$ cat src/rtl/zero_detect_scheduler.sv
// Round-robin arbiter sharing one serial Mealy zero detector among N requesters.
// Shifts the winner's word MSB-first and returns the detection count with done.
module zero_detect_scheduler #(
  parameter int N     = 4,
  parameter int WIDTH = 8,
  parameter int ID_W  = 2,
  parameter int CNT_W = 4
) (
  input  logic               clock,
  input  logic               reset,
  input  logic [N-1:0]       req,
  input  logic [N*WIDTH-1:0] data_in,
  input  logic               y_in,
  output logic               x_out,
  output logic               det_reset,
  output logic [N-1:0]       gnt,
  output logic               busy,
  output logic               done,
  output logic [ID_W-1:0]    done_id,
  output logic [CNT_W-1:0]   zero_count
);

  typedef enum logic [1:0] {
    IDLE,
    LOAD,
    SHIFT,
    DONE
  } state_t;

  state_t             state_q, state_d;
  logic [N-1:0]       gnt_q, gnt_d;
  logic [WIDTH-1:0]   sreg_q, sreg_d;
  logic [ID_W-1:0]    rr_q, rr_d;
  logic [CNT_W-1:0]   cnt_q, cnt_d;
  logic [CNT_W-1:0]   bit_q, bit_d;
  logic               x_q, x_d;
  logic               drst_q, drst_d;
  logic               done_q, done_d;
  logic [ID_W-1:0]    did_q, did_d;
  logic [CNT_W-1:0]   zc_q, zc_d;

  logic               win_found;
  logic [ID_W-1:0]    win_idx;
  logic [ID_W:0]      cand;
  logic [WIDTH-1:0]   win_word;

  // Walk downward so the smallest offset from rr_q+1 wins.
  always_comb begin
    win_found = 1'b0;
    win_idx   = '0;
    cand      = '0;
    for (int k = N; k >= 1; k--) begin
      cand = {1'b0, rr_q} + (ID_W+1)'(k);
      if (cand >= (ID_W+1)'(N)) cand = cand - (ID_W+1)'(N);
      if (req[cand[ID_W-1:0]]) begin
        win_found = 1'b1;
        win_idx   = cand[ID_W-1:0];
      end
    end
  end

  always_comb begin
    win_word = '0;
    for (int i = 0; i < N; i++) begin
      if (win_idx == ID_W'(i)) win_word = data_in[i*WIDTH +: WIDTH];
    end
  end

  always_comb begin
    state_d = state_q;
    gnt_d   = gnt_q;
    sreg_d  = sreg_q;
    rr_d    = rr_q;
    cnt_d   = cnt_q;
    bit_d   = bit_q;
    x_d     = 1'b0;
    drst_d  = 1'b1;
    done_d  = 1'b0;
    did_d   = did_q;
    zc_d    = zc_q;
    unique case (state_q)
      IDLE: begin
        if (win_found) begin
          gnt_d          = '0;
          gnt_d[win_idx] = 1'b1;
          sreg_d         = win_word;
          rr_d           = win_idx;
          cnt_d          = '0;
          drst_d         = 1'b0;
          state_d        = LOAD;
        end
      end
      LOAD: begin
        x_d     = sreg_q[WIDTH-1];
        sreg_d  = sreg_q << 1;
        bit_d   = '0;
        state_d = SHIFT;
      end
      SHIFT: begin
        cnt_d = cnt_q + CNT_W'(y_in);
        if (bit_q == CNT_W'(WIDTH-1)) begin
          done_d  = 1'b1;
          zc_d    = cnt_d;
          did_d   = rr_q;
          state_d = DONE;
        end else begin
          x_d    = sreg_q[WIDTH-1];
          sreg_d = sreg_q << 1;
          bit_d  = bit_q + 1'b1;
        end
      end
      DONE: begin
        gnt_d   = '0;
        state_d = IDLE;
      end
      default: state_d = IDLE;
    endcase
  end

  always_ff @(posedge clock) begin
    if (!reset) begin
      state_q <= IDLE;
      gnt_q   <= '0;
      sreg_q  <= '0;
      rr_q    <= ID_W'(N-1);
      cnt_q   <= '0;
      bit_q   <= '0;
      x_q     <= 1'b0;
      drst_q  <= 1'b0;
      done_q  <= 1'b0;
      did_q   <= '0;
      zc_q    <= '0;
    end else begin
      state_q <= state_d;
      gnt_q   <= gnt_d;
      sreg_q  <= sreg_d;
      rr_q    <= rr_d;
      cnt_q   <= cnt_d;
      bit_q   <= bit_d;
      x_q     <= x_d;
      drst_q  <= drst_d;
      done_q  <= done_d;
      did_q   <= did_d;
      zc_q    <= zc_d;
    end
  end

  assign x_out      = x_q;
  assign det_reset  = drst_q;
  assign gnt        = gnt_q;
  assign busy       = (state_q != IDLE);
  assign done       = done_q;
  assign done_id    = did_q;
  assign zero_count = zc_q;

endmodule

$ cat config.mk
export PLATFORM = sky130hd
export DESIGN_NAME = zero_detect_scheduler
export DESIGN_NICKNAME = d
export VERILOG_FILES = /design/src/rtl/zero_detect_scheduler.sv
export SDC_FILE = /design/constraint.sdc
export NUM_CORES = 1
export LEC_CHECK = 0
export BUFFER_PORTS_ARGS = -buffer_cell sky130_fd_sc_hd__buf_2
export CAP_MARGIN = 40
export CORE_MARGIN = 10
export CORE_UTILIZATION = 54
export CTS_BUF_LIST = sky130_fd_sc_hd__clkbuf_8
export DETAILED_ROUTE_END_ITERATION = 12
export HOLD_SLACK_MARGIN = 0.02
export PLACE_DENSITY = 0.82
export RECOVER_POWER = 100
export SLEW_MARGIN = 20
export SYNTH_ARGS = -nofsm -noshare
export SYNTH_HDL_FRONTEND = slang
export SYNTH_SLANG_ARGS = --single-unit
$ cat constraint.sdc
create_clock -name clock -period 2.5 [get_ports clock]
set_clock_uncertainty 0.05 [all_clocks]
set_input_delay 0.125 -clock clock [delete_from_list [all_inputs] [get_ports clock]]
set_output_delay 0.125 -clock clock [all_outputs]
set_load 0.02 [all_outputs]
==> Flow_metrics.wiki <==
{| class="wikitable"
! Metric !! Value
|-
| Average vias per placed instance || ~5.6
|-
| Crit path capture type || flop
|-
| Total grt overflow || 0
|-
| Final Critical Period || 2.11 ns
|-
| Largest area contributor in the synthesized netlist || sky130_fd_sc_hd__dfxtp_1
|-
| Most utilized layer in the global route result || met2
|-
| Initial antenna violation count || 0
|-
| Maximum fanout along the worst path || 9
|-
| IO Count || 53
|-
| Drt first pass iters || 4
|-
| Number of DRC markers after the initial detailed-route iteration || 113
|-
| Number of nets produced by synthesis || 264
|-
| Post-CTS resize count || 0
|-
| TritonCTS clock tree || done
|-
| Met2 GRT Util || roughly 24%
|-
| Total vias in the final route || about 1800
|-
| CTS buffer count || 5
|-
| Final wirelength || 4.60 mm
|-
| Synthesis-stage register bit count || 33
|-
| DIE WIDTH || 78.6 um
|-
| Reported leakage power || ~0.88 nW
|-
| Most repeated cell in the gate-level netlist after synthesis || sky130_fd_sc_hd__dfxtp_1
|-
| Slew @ Worst Pin || 0.740 ns
|-
| Total setup violations reported at the end of the flow || 0
|-
| Number of buffers between clock root and the deepest sink || 2
|-
| Max Cap Viol || 0
|-
| First-pass GRT wire length || 7.85 mm
|-
| Vias in the first global route || 1710
|-
| Normalized max-slew margin || 50.6%
|-
| Clock input transition at the sequential cells of the worst setup and hold paths || 0.07 ns
|-
| Vertical extent of the die || between 70 and 80 um
|-
| WL/cell || approximately 15 um
|-
| IO Port Bufs || 52
|-
| Post-CTS setup buffer count || 0
|-
| Synth top area cells || sky130_fd_sc_hd__dfxtp_1 (36%), sky130_fd_sc_hd__ha_1 (4.7%), sky130_fd_sc_hd__nand2_1 (4.6%)
|-
| Count of hold buffers inserted by post-cts repair || 0
|-
| Mean Syn Cell Area || 8.52 um2
|-
| Die Area || approximately 6200 um2
|-
| Initial core utilization || 55.6%
|-
| Placer Congestion || around 0.79
|-
| Data arrival time at the worst-slack endpoint || 2.27 ns
|-
| EDFF count, synth || 0
|-
| Commonest cells in the synthesized netlist || sky130_fd_sc_hd__dfxtp_1 (33), sky130_fd_sc_hd__nand2_1 (23), sky130_fd_sc_hd__o21ai_0 (13), sky130_fd_sc_hd__inv_1 (12), sky130_fd_sc_hd__nor2b_1 (12)
|-
| Count of distinct cell types in the synthesized netlist || 45
|-
| Worst ir drop on vdd || 0.500 mV
|-
| Final net count || 312
|-
| Layout overhead on the synthesized area || 16.4%
|-
| Number of inserted diodes || 0
|-
| Post-synth top area share || 35.6%
|-
| Rows || 21
|-
| Req. time, crit path || 2.66 ns
|-
| Achievable clock frequency || 474 MHz
|-
| Setup_tns || 0 ns
|-
| Gr usage total || around 15%
|-
| Top_reg_cell synth || sky130_fd_sc_hd__dfxtp_1
|-
| Worst setup path category || flop to flop
|-
| Ratio of cells with drive above 1 in the final layout || a little under a fifth
|-
| Area inside the core boundary || 3340 um2
|-
| Setup repair after global routing missed its margin || no
|-
| Post-detailed-route count of antenna-violating nets || 0
|-
| Synth Warn # || 0
|-
| Number of slew-limit violations in the final report || 0
|-
| Post-synthesis sequential area ratio || 35.6%
|-
| Level count of the clock H-tree || 2
|-
| Minimum hold slack || slightly above 0.07 ns
|-
| Drc violations || 0
|-
| Cell area power density || 868 nW/um2
|-
| Startpoint kind of the worst setup timing path || flop
|-
| Number of clock sinks seen by CTS || 33
|-
| Hold Fails Final Rpt || 0
|-
| Outcome || finished, final reports clean
|-
| Worst min-delay path category || input pin to flop
|-
| Pin count of the biggest net entering global routing || 34
|-
| Cell chosen for the clock root || sky130_fd_sc_hd__clkbuf_8
|-
| Grt met1 use || 18.3%
|-
| Async set-reset flop share out of synthesis || 0%
|-
| Number of cells produced by synthesis || approximately 220
|-
| Met3 global-route usage || 5.13%
|-
| Utilization after layout || 64.8%
|-
| Cell area after synthesis || 1860 um2
|-
| Post-route clock period utilization || 84.4%
|-
| Clk_lat worst skew || 0.28 ns
|-
| Sum of net half-perimeters after detailed placement || 3.34 mm
|}
[final timing paths]
path,startpoint,to,slack (ns),cells after the start
setup / recovery,state_q[0],sreg_q[0],0.39,7
hold reg to reg,zero_count[1],zero_count[1],0.42,2
setup reg to reg,state_q[0],sreg_q[0],0.39,7
hold / removal,data_in[27],sreg_q[3],0.07,3
[worst max-delay path: stages, from the launching register on]
cell                       delay (ns)
sky130_fd_sc_hd__dfxtp_1         0.38
sky130_fd_sc_hd__inv_1           0.08
sky130_fd_sc_hd__ha_1            0.20
sky130_fd_sc_hd__and4b_1         0.28
sky130_fd_sc_hd__a311oi_1        0.30
sky130_fd_sc_hd__and3b_1         0.38
sky130_fd_sc_hd__o221ai_1        0.17
sky130_fd_sc_hd__a22oi_1         0.19
[cells by family (layout without fill, tap and decap cells)]
group	count (synthesis)	in the layout	synth area share (%)
xor+xnor	2	2	0.944
mux	2	2	1.08
compound gates	74	74	30.5
flops	33	33	35.6
simple gates	72	72	20.4
buf+inv	28	77	6.81
fa+ha+maj	7	7	4.72
[through the flow]
step / power (mW) / worst slack (ns) / instances / cell area, um2
detailed placement: 1.55 / 0.427 / 305 / 2130
CTS: 1.93 / 0.423 / 313 / 2210
floorplan: 1.35 / 0.596 / 218 / 1860
global route: 2.03 / 0.161 / 313 / 2160
finish: 1.88 / 0.391 / 313 / 2160
global placement: 1.54 / 0.513 / 305 / 2130
[layout by cell type, fill, tap and decap left out, types with 7 or more instances in the layout]
master / instances
sky130_fd_sc_hd__ha_1: 7
sky130_fd_sc_hd__o21ai_0: 13
sky130_fd_sc_hd__o22ai_1: 8
sky130_fd_sc_hd__o2bb2ai_1: 8
sky130_fd_sc_hd__nand3_1: 11
sky130_fd_sc_hd__buf_2: 38
sky130_fd_sc_hd__a21boi_0: 7
sky130_fd_sc_hd__clkbuf_1: 16
sky130_fd_sc_hd__nand2_1: 23
sky130_fd_sc_hd__o221ai_1: 8
sky130_fd_sc_hd__nor2b_1: 12
sky130_fd_sc_hd__dfxtp_1: 33
sky130_fd_sc_hd__inv_1: 15
[layout make-up]
type	instances	area (um2)
inverter	12	45.0
sequential	33	661
timing repair buffer	57	273
multi-input combinational	157	1050
fill	304	1170
clock inverter	3	11.3
tap	46	57.6
clock buffer	5	68.8
[flip-flops by register name, summed over array words and instances, names as in the netlist, 2 cells and up]
signal      count
sreg_q          8
rr_q            2
bit_q           4
zero_count      4
gnt             4
cnt_q           4
state_q         2
done_id         2
[report_power, final]
group,internal [mW],switching [mW]
logic,0.305,0.467
clock network,0.185,0.182
registers,0.635,0.103
total,1.13,0.752
[per-layer routing]
metal  vias to the layer above  routed length [um]
met1                       804                2080
met3                         6                 337
met5                         -                   0
li1                        892                   -
met2                        54                2120
met4                         0                  64
No activity file was read; power rests on OpenSTA's default activity.
